File: src/rtl/mips_pkg.sv
// mips_pkg: opcodes, ALU operation classes and the ID control bundle shared by the pipeline.
package mips_pkg;
  localparam int REG_W = 5;
  localparam logic [5:0] OP_RTYPE = 6'b000000;
  localparam logic [5:0] OP_LW    = 6'b100011;
  localparam logic [5:0] OP_SW    = 6'b101011;
  localparam logic [5:0] OP_BEQ   = 6'b000100;
  localparam logic [5:0] OP_ADDI  = 6'b001000;
  localparam logic [5:0] OP_J     = 6'b000010;
  typedef enum logic [1:0] {
    ALU_ADD   = 2'b00,
    ALU_SUB   = 2'b01,
    ALU_FUNCT = 2'b10
  } aluop_e;
  typedef struct packed {
    aluop_e aluop;
    logic   regdst;
    logic   alusrc;
    logic   regwrite;
    logic   memtoreg;
    logic   memwrite;
    logic   memread;
    logic   branch;
    logic   jump;
  } ctrl_t;
endpackage

File: src/rtl/id_stage_if.sv
// id_stage_if: IF/ID, write-back and hazard inputs plus the decoded bundle toward idex.
interface id_stage_if #(parameter int XLEN = 32);
  import mips_pkg::*;
  logic [31:0]      ifid_instr;
  logic [XLEN-1:0]  ifid_next_instr;
  logic             wb_regwrite;
  logic [REG_W-1:0] wb_rd;
  logic [XLEN-1:0]  wb_data;
  logic             idex_memread;
  logic [REG_W-1:0] idex_rt;
  logic             flush;
  logic [XLEN-1:0]  data1, data2, imm, jump_addr, next_instr;
  logic [REG_W-1:0] rs, rt, rd;
  logic [1:0]       aluOP;
  logic             regdst, alusrc, regwrite, memtoreg, memwrite, memread, branch, jump;
  logic             stall;
  modport master (
    output ifid_instr, ifid_next_instr, wb_regwrite, wb_rd, wb_data, idex_memread, idex_rt, flush,
    input  data1, data2, imm, jump_addr, next_instr, rs, rt, rd, aluOP,
           regdst, alusrc, regwrite, memtoreg, memwrite, memread, branch, jump, stall
  );
  modport slave (
    input  ifid_instr, ifid_next_instr, wb_regwrite, wb_rd, wb_data, idex_memread, idex_rt, flush,
    output data1, data2, imm, jump_addr, next_instr, rs, rt, rd, aluOP,
           regdst, alusrc, regwrite, memtoreg, memwrite, memread, branch, jump, stall
  );
endinterface

File: src/rtl/id_stage_regfile.sv
// regfile: 2R1W register file, r0 hardwired to zero, write-through bypass, async clear.
module regfile
  import mips_pkg::*;
#(
  parameter int RF_DEPTH = 32,
  parameter int XLEN     = 32
) (
  input  logic             clk,
  input  logic             rst_n,
  input  logic [REG_W-1:0] ra1_i,
  input  logic [REG_W-1:0] ra2_i,
  input  logic             we_i,
  input  logic [REG_W-1:0] wa_i,
  input  logic [XLEN-1:0]  wd_i,
  output logic [XLEN-1:0]  rd1_o,
  output logic [XLEN-1:0]  rd2_o
);
  logic [XLEN-1:0] mem_q [RF_DEPTH];
  logic            wr_en;
  assign wr_en = we_i && (wa_i != '0);
  always_ff @(posedge clk or negedge rst_n) begin
    if (!rst_n) begin
      for (int i = 0; i < RF_DEPTH; i++) mem_q[i] <= '0;
    end else if (wr_en) begin
      mem_q[wa_i] <= wd_i;
    end
  end
  // Bypass stays live during reset so write-back data is still forwarded.
  assign rd1_o = (wr_en && wa_i == ra1_i) ? wd_i : (ra1_i == '0 ? '0 : mem_q[ra1_i]);
  assign rd2_o = (wr_en && wa_i == ra2_i) ? wd_i : (ra2_i == '0 ? '0 : mem_q[ra2_i]);
endmodule

File: src/rtl/id_stage.sv
// id_stage: MIPS decode stage -- register reads, control decode, immediates and load-use stall.
module id_stage
  import mips_pkg::*;
#(
  parameter int RF_DEPTH = 32,
  parameter int XLEN     = 32
) (
  input logic      clk,
  input logic      rst_n,
  id_stage_if.slave bus
);
  logic [5:0] op;
  logic       uses_rt;
  ctrl_t      dec, ctrl;
  assign op         = bus.ifid_instr[31:26];
  assign bus.rs     = bus.ifid_instr[25:21];
  assign bus.rt     = bus.ifid_instr[20:16];
  assign bus.rd     = bus.ifid_instr[15:11];
  assign bus.imm    = {{(XLEN-16){bus.ifid_instr[15]}}, bus.ifid_instr[15:0]};
  assign bus.jump_addr  = {bus.ifid_next_instr[XLEN-1 -: 4], bus.ifid_instr[25:0], 2'b00};
  assign bus.next_instr = bus.ifid_next_instr;
  regfile #(.RF_DEPTH(RF_DEPTH), .XLEN(XLEN)) u_rf (
    .clk   (clk),
    .rst_n (rst_n),
    .ra1_i (bus.rs),
    .ra2_i (bus.rt),
    .we_i  (bus.wb_regwrite),
    .wa_i  (bus.wb_rd),
    .wd_i  (bus.wb_data),
    .rd1_o (bus.data1),
    .rd2_o (bus.data2)
  );
  always_comb begin
    dec = '0;
    case (op)
      OP_RTYPE: begin dec.aluop = ALU_FUNCT; dec.regdst = 1'b1; dec.regwrite = 1'b1; end
      OP_LW:    begin dec.alusrc = 1'b1; dec.memtoreg = 1'b1; dec.regwrite = 1'b1; dec.memread = 1'b1; end
      OP_SW:    begin dec.alusrc = 1'b1; dec.memwrite = 1'b1; end
      OP_BEQ:   begin dec.aluop = ALU_SUB; dec.branch = 1'b1; end
      OP_ADDI:  begin dec.alusrc = 1'b1; dec.regwrite = 1'b1; end
      OP_J:     dec.jump = 1'b1;
      default:  dec = '0;
    endcase
  end
  assign uses_rt   = (op == OP_RTYPE) || (op == OP_SW) || (op == OP_BEQ);
  assign bus.stall = bus.idex_memread && (bus.idex_rt != '0) &&
                     ((bus.idex_rt == bus.rs) || (uses_rt && bus.idex_rt == bus.rt));
  // Stall and flush both turn the bundle into a bubble; specifiers and data pass unchanged.
  assign ctrl         = (bus.stall || bus.flush) ? '0 : dec;
  assign bus.aluOP    = ctrl.aluop;
  assign bus.regdst   = ctrl.regdst;
  assign bus.alusrc   = ctrl.alusrc;
  assign bus.regwrite = ctrl.regwrite;
  assign bus.memtoreg = ctrl.memtoreg;
  assign bus.memwrite = ctrl.memwrite;
  assign bus.memread  = ctrl.memread;
  assign bus.branch   = ctrl.branch;
  assign bus.jump     = ctrl.jump;
endmodule

File: src/flat_wrapper.sv
// flat-port wrapper written by rule: the top's interface ports become plain ports
module id_stage_flat import mips_pkg::*;
#(
  parameter int RF_DEPTH = 32,
  parameter int XLEN     = 32
)
  (clk, rst_n, bus_ifid_instr, bus_ifid_next_instr, bus_wb_regwrite, bus_wb_rd, bus_wb_data, bus_idex_memread, bus_idex_rt, bus_flush, bus_data1, bus_data2, bus_imm, bus_jump_addr, bus_next_instr, bus_rs, bus_rt, bus_rd, bus_aluOP, bus_regdst, bus_alusrc, bus_regwrite, bus_memtoreg, bus_memwrite, bus_memread, bus_branch, bus_jump, bus_stall);
  id_stage_if #(.XLEN(XLEN)) bus_i ();
  input logic clk;
  input logic rst_n;
  input wire logic [$bits(bus_i.ifid_instr)-1:0] bus_ifid_instr;
  input wire logic [$bits(bus_i.ifid_next_instr)-1:0] bus_ifid_next_instr;
  input wire logic [$bits(bus_i.wb_regwrite)-1:0] bus_wb_regwrite;
  input wire logic [$bits(bus_i.wb_rd)-1:0] bus_wb_rd;
  input wire logic [$bits(bus_i.wb_data)-1:0] bus_wb_data;
  input wire logic [$bits(bus_i.idex_memread)-1:0] bus_idex_memread;
  input wire logic [$bits(bus_i.idex_rt)-1:0] bus_idex_rt;
  input wire logic [$bits(bus_i.flush)-1:0] bus_flush;
  output wire logic [$bits(bus_i.data1)-1:0] bus_data1;
  output wire logic [$bits(bus_i.data2)-1:0] bus_data2;
  output wire logic [$bits(bus_i.imm)-1:0] bus_imm;
  output wire logic [$bits(bus_i.jump_addr)-1:0] bus_jump_addr;
  output wire logic [$bits(bus_i.next_instr)-1:0] bus_next_instr;
  output wire logic [$bits(bus_i.rs)-1:0] bus_rs;
  output wire logic [$bits(bus_i.rt)-1:0] bus_rt;
  output wire logic [$bits(bus_i.rd)-1:0] bus_rd;
  output wire logic [$bits(bus_i.aluOP)-1:0] bus_aluOP;
  output wire logic [$bits(bus_i.regdst)-1:0] bus_regdst;
  output wire logic [$bits(bus_i.alusrc)-1:0] bus_alusrc;
  output wire logic [$bits(bus_i.regwrite)-1:0] bus_regwrite;
  output wire logic [$bits(bus_i.memtoreg)-1:0] bus_memtoreg;
  output wire logic [$bits(bus_i.memwrite)-1:0] bus_memwrite;
  output wire logic [$bits(bus_i.memread)-1:0] bus_memread;
  output wire logic [$bits(bus_i.branch)-1:0] bus_branch;
  output wire logic [$bits(bus_i.jump)-1:0] bus_jump;
  output wire logic [$bits(bus_i.stall)-1:0] bus_stall;
  assign bus_i.ifid_instr = bus_ifid_instr;
  assign bus_i.ifid_next_instr = bus_ifid_next_instr;
  assign bus_i.wb_regwrite = bus_wb_regwrite;
  assign bus_i.wb_rd = bus_wb_rd;
  assign bus_i.wb_data = bus_wb_data;
  assign bus_i.idex_memread = bus_idex_memread;
  assign bus_i.idex_rt = bus_idex_rt;
  assign bus_i.flush = bus_flush;
  assign bus_data1 = bus_i.data1;
  assign bus_data2 = bus_i.data2;
  assign bus_imm = bus_i.imm;
  assign bus_jump_addr = bus_i.jump_addr;
  assign bus_next_instr = bus_i.next_instr;
  assign bus_rs = bus_i.rs;
  assign bus_rt = bus_i.rt;
  assign bus_rd = bus_i.rd;
  assign bus_aluOP = bus_i.aluOP;
  assign bus_regdst = bus_i.regdst;
  assign bus_alusrc = bus_i.alusrc;
  assign bus_regwrite = bus_i.regwrite;
  assign bus_memtoreg = bus_i.memtoreg;
  assign bus_memwrite = bus_i.memwrite;
  assign bus_memread = bus_i.memread;
  assign bus_branch = bus_i.branch;
  assign bus_jump = bus_i.jump;
  assign bus_stall = bus_i.stall;
  id_stage #(.RF_DEPTH(RF_DEPTH), .XLEN(XLEN)) u_core (.clk(clk), .rst_n(rst_n), .bus(bus_i));
endmodule
File: config.mk
export PLATFORM = sky130hd
export DESIGN_NAME = id_stage_flat
export DESIGN_NICKNAME = d
export VERILOG_FILES = /design/src/rtl/mips_pkg.sv /design/src/rtl/id_stage_if.sv /design/src/rtl/id_stage_regfile.sv /design/src/rtl/id_stage.sv /design/src/flat_wrapper.sv
export SDC_FILE = /design/constraint.sdc
export NUM_CORES = 2
export LEC_CHECK = 0
export CAP_MARGIN = 20
export CORE_MARGIN = 2
export CORE_UTILIZATION = 55
export CTS_CLUSTER_DIAMETER = 40
export DETAILED_ROUTE_END_ITERATION = 7
export PLACE_DENSITY = 0.73
export SETUP_SLACK_MARGIN = 0.02
export SYNTH_ARGS = -nofsm -noshare
export SYNTH_HDL_FRONTEND = slang
export SYNTH_HIERARCHICAL = 1
export SYNTH_SLANG_ARGS = --single-unit
export TNS_END_PERCENT = 5
File: constraint.sdc
create_clock -name clk -period 2 [get_ports clk]
set_clock_uncertainty 0.05 [all_clocks]
set_input_delay 0.2 -clock clk [delete_from_list [all_inputs] [get_ports clk]]
set_output_delay 0.2 -clock clk [all_outputs]
set_load 0.03 [all_outputs]
### After elaboration in Yosys (flattened, before gate mapping)

Cells that the tools add are included.

* register bits after elaboration: 1024
* input port bits: 111
* output and inout port bits: 186
* logic and storage cells: 88

* order comparisons: 4
* eq/ne operators: 9
* muxes and demuxes: 22
* bitwise gates (word level): 3
* reduce and logical (&&, ||, !) cells: 18

Operators by type and width (count)
* $bwmux W1024: 1
* $bmux W32 S5: 2
* $mux W32: 9
* $demux W32 S5: 1
* $eq A5 B5 Y1: 4
* $ge A6 B6 Y1 const B: 3
* $not A5 Y6: 3
* $eq A6 B6 Y1 const B: 2
* $logic_not A5 Y1: 2
* $mux W10: 1
* $reduce_bool A5 Y1: 2
* $logic_and A1 B1 Y1: 7
* $mux W1: 7
* $eq A6 B2 Y1 const B: 1
* $eq A6 B3 Y1 const B: 1
* $eq A6 B4 Y1 const B: 1
* $logic_not A6 Y1: 1
* $lt A6 B1 Y1 const B: 1
* $reduce_or A3 Y1: 2
* $logic_or A1 B1 Y1: 4
* $pmux W2 S2: 1

### Depth between registers and ports, before layout

* depth after elaboration: 8
* gate-level depth with buffers: 10

### By module

The synthesis kept the hierarchy.

Modules (own cells, without submodules)
* regfile: times used 1, cells each 3661, area each 54771.3 um2, seq. area each 25624.6 um2
* id_stage: times used 1, cells each 156, area each 1153.6 um2, seq. area each 0.0 um2

### Worst setup path after synthesis

No wires, ideal clock.

* path type: input -> output
* from: input bus_idex_rt[1]
* to: output bus_aluOP[0]
* data arrival time: 2.565 ns
* slack: -0.815 ns
* stages: 6
* buffers on the path: 2
* cells stage by stage: or4_4 > o21ai_2 > and4b_1 > buf_6 > nor4_1 > buf_4

* longest elaborated chain between the ends: 6

Ends and longest elaborated chain
* start, declared: RTL line flat_wrapper.sv:17 `input wire logic [$bits(bus_i.idex_rt)-1:0] bus_idex_rt;`
* $eq A5 B5 Y1: RTL line id_stage.sv:47 `((bus.idex_rt == bus.rs) || (uses_rt && bus.idex_rt == bus.rt));`
* $logic_and A1 B1 Y1: RTL line id_stage.sv:47
* $logic_or A1 B1 Y1: RTL line id_stage.sv:47
* $logic_and A1 B1 Y1 (*): RTL line id_stage.sv:46 `assign bus.stall = bus.idex_memread && (bus.idex_rt != '0) &&`
* $logic_or A1 B1 Y1 (*): RTL line id_stage.sv:49 `assign ctrl = (bus.stall || bus.flush) ? '0 : dec;`
* $mux W10 (*): RTL line id_stage.sv:49
* end, declared: RTL line flat_wrapper.sv:27 `output wire logic [$bits(bus_i.aluOP)-1:0] bus_aluOP;`

Every way passes the cells marked *; elsewhere a longest branch is shown, timed or not.

### Final worst setup path

* from: register u_core/u_rf/mem_q[82] in the netlist's numbering
* to: output bus_data1[18]

* longest elaborated chain between the ends: 5

Ends and longest elaborated chain
* start, declared: RTL line id_stage_regfile.sv:18 `logic [XLEN-1:0] mem_q [RF_DEPTH];`
* start signal, assigned by index: RTL line id_stage_regfile.sv:25 `mem_q[wa_i] <= wd_i;`
* $bmux W32 S5: RTL line id_stage_regfile.sv:29 `assign rd1_o = (wr_en && wa_i == ra1_i) ? wd_i : (ra1_i == '0 ? '0 : mem_q[ra1_i]);`
* $mux W32 (not written as such) (2 in series): RTL line id_stage_regfile.sv:29
* $mux W32 (2 in series): RTL line id_stage_regfile.sv:29
* end, declared: RTL line flat_wrapper.sv:19 `output wire logic [$bits(bus_i.data1)-1:0] bus_data1;`

Every way passes these cells. The select of a mux whose other input is x is not followed.

==> run_results.csv <==
group,metric,value,unit
run_status,outcome,"finished with violations",
run_status,violations,"negative setup slack",
critical_path,rrSetupSlack,1.00,ns
logic_synthesis,syn-cell-area,0.0559,mm2
final_layout,num-fill-cells,6593,
final_layout,nets,4440,
clock_network,cts.htree.levels,4,
drt,vias_per_cell,6.85,
floorplan,dieHeight,323,um
critical_path,crit_required,1.75,ns
power,p_seq_frac,0.395,
logic_synthesis,synth-edff-count,0,
logic_synthesis,synth-main-ff-cell,"dfrtp_1",
logic_synthesis,ys_types,57,
logic_synthesis,yosys.area.top_type,"dfrtp_1",
grt,grt_antenna_before_repair,3,
grt,grt_usage,0.376,
power,p_clk_frac,0.365,
final_layout,syn_to_final_growth,26.1,%
timing,slew_headroom,0.511,
placed_design,io_buffers,157,
critical_path,cp-end-kind,"output pin",
power,power_density,991,mW/mm2
final_layout,largest_register,"u_core/u_rf/mem_q",
grt,grt_overflow,0,
floorplan,dieArea,0.104,mm2
timing,fin_crit_sh,1.51,
floorplan,coreArea,0.100,mm2
grt,grt_pass1_vias,41700,
timing,setup_ws,-1.02,ns
clock_network,cts_made_buffers,142,
power,p_int,49.8,mW
floorplan,die_w,323,um
power,ir_drop,815,uV
power,p_comb_frac,0.240,
drt,drt_iter0_drc,4353,
final_layout,regArea,0.0256,mm2
critical_path,r2r-start,"u_core/u_rf/mem_q[313]",
logic_synthesis,synth.yosys.seq_area_share,0.458,
logic_synthesis,synth_common_cells,"dfrtp_1 (1,024), mux2_2 (891), mux4_2 (449)",
clock_network,root_buffer,"clkbuf_16",
final_layout,drive_gt1_frac,0.590,
logic_synthesis,ys_top_cells_by_area,"dfrtp_1 (46%), mux4_2 (18%), mux2_2 (18%)",
logic_synthesis,synthArstFlopShare,1.00,
logic_synthesis,synth-seq-cells,1024,
grt,grt_max_degree,128,
critical_path,startpoint_type,"register",
power,finalPower,69.8,mW
floorplan,num_io_pins,297,
job,cap_violations,0,
placed_design,globalplace.congestion,0.909,
timing,rsz0062_at_grt,"yes",
logic_synthesis,synth_top_area_share,0.458,
hold_path,hold_path_class,"primary input to asynchronous set/reset pin",
critical_path,path_cells,"mux4_2 -> mux2_4 -> a221o_1 -> a32o_2 -> buf_12",
drt,drt_wl_total,192000,um
critical_path,reg2reg_depth,2,
final_layout,reg_top3,"u_core/u_rf/mem_q: 1024 flops",
timing,fmax,332,MHz
clock_network,clk_pin_slew_worst_paths,0.06,ns
drt,dr.pass1.iters,5,
final_layout,multi_input_area,0.0286,mm2
critical_path,rr_endpoint,"u_core/u_rf/mem_q[313]",
final_layout,largest_reg_flops,1024,
timing,min_period,3.02,ns
critical_path,critPathArrivalTime,2.77,ns
drt,drc,0,
power,leakagePower,31.6,nW
drt,ant_nets,0,
critical_path,slowest_delay,0.48,ns
timing,final_hold_viol_count,0,
clock_network,cts_tree,"built",
floorplan,rows,116,
placed_design,dp_hpwl,130000,um
timing,worst_slew_pin_slew,0.729,ns
drt,vias,39800,
critical_path,cp_max_fo,2,
critical_path,crit_type,"register to output pin",
drt,wl_per_cell,33.1,um
logic_synthesis,syn_avg_cell_area,14.7,um2
final_layout,utilization,0.702,
critical_path,critPathLaunch,"u_core/u_rf/mem_q[82]",
timing,setup_viol,75,
clock_network,clock_path_buffers,3,
floorplan,start_util,0.557,
grt,grt_pass1_wl,285000,um
clock_network,clock_sinks,1024,
critical_path,cp_slowest_cell,"mux4_2",
timing,tns,-53.87,ns
logic_synthesis,synthesis.instances,3817,
logic_synthesis,synthMostInstantiatedCell,"dfrtp_1",
timing,drv_slew,0,
logic_synthesis,synth_warnings,6,
clock_network,clock_latency,0.74,ns
power,switching_share,0.287,
power,p_switching,20.0,mW
timing,hold_ws,0.0862,ns
logic make-up (layout without fill, tap and decap cells):
family	after synthesis	after routing	synth area share
flip-flops	1024	1024	0.458
AO/OA/AOI/OAI	326	326	0.0436
other	1	3	0.0000671
XOR/XNOR	20	20	0.00313
buffers and inverters	545	1172	0.0509
AND/OR/NAND/NOR	215	215	0.0178
multiplexers	1686	1686	0.426
critical path: cells and delay by family (launching register included):
kind            cells  cell delay [ns]
compound gates      2             0.71
buf+inv             1             0.14
flops               1             0.38
mux                 2             0.77
cells in the final DEF (no fill, tap or decap), drive strengths merged, types with 7 or more instances in the layout:
master,instances
mux2,1079
dfrtp,1024
buf,842
mux4,449
clkbuf,178
mux2i,158
nand2,131
o22ai,93
clkdlybuf4s50,56
a211oi,55
clkinv,38
a22oi,33
a32o,33
o221ai,31
inv,25
a21oi,24
a22o,23
nor2,23
a221o,15
clkinvlp,13
o21ai,12
xnor2,11
bufinv,9
xor2,9
nand3,8
nand3b,7
nor4,7
how the worst max path moves through the flow:
stage | to | slack, ns | cells past startpoint
final | bus_data1[18] | -1.02 | 5
after global routing | bus_data1[18] | -1.06 | 5
after CTS | bus_data1[18] | -1.05 | 5
after detailed placement | bus_data2[18] | -0.85 | 8
after global placement | bus_data2[14] | -0.87 | 9
after floorplan | bus_data1[0] | -0.25 | 8
area by class of cell:
cell class	count	area share
clock buffers	177	0.0554
multi-input cells	2249	0.406
flip-flops and latches	1024	0.363
diodes	1	0.0000355
clock inverters	83	0.0128
repair buffers	910	0.138
well taps	1357	0.0241
inverters	2	0.000124
power groups by stage:
| stage | Sequential, mW | Clock (mW) | Combinational (mW) |
|---|---|---|---|
| CTS | 27.5 | 25.7 | 16.5 |
| global route | 28.0 | 26.6 | 17.7 |
| detailed placement | 27.7 | 0 | 15.8 |
| floorplan | 26.8 | 0 | 10.2 |
| global placement | 27.5 | 0 | 15.4 |
| finish | 27.6 | 25.5 | 16.8 |
layer usage:
metal | track usage | wire, um | vias to the layer above
li1 | - | - | 15700
met1 | 0.511 | 73200 | 21000
met2 | 0.558 | 85900 | 2451
met3 | 0.108 | 22000 | 638
met4 | 0.189 | 11000 | 6
met5 | 0 | 29 | -
metrics by stage:
| stage | instance area [um2] | worst slack (ns) | std cells |
|---|---|---|---|
| floorplan | 56000 | -0.246 | 3818 |
| global placement | 64700 | -0.868 | 5537 |
| global route | 70500 | -1.06 | 5802 |
| finish | 70500 | -1.02 | 5803 |
| detailed placement | 64700 | -0.849 | 5537 |
| CTS | 70300 | -1.05 | 5801 |
what timing repair did:
action                                  in CTS  in global routing
gates resized for setup                    208                 56
endpoints found under the setup margin      75                 75
endpoints found under the hold margin     1024                  0
hold buffers                                 2                  0
gates cloned                                 0                  0
setup buffers                                5                  1
pin swaps                                   57                 25
No activity file was read; power rests on OpenSTA's default activity.
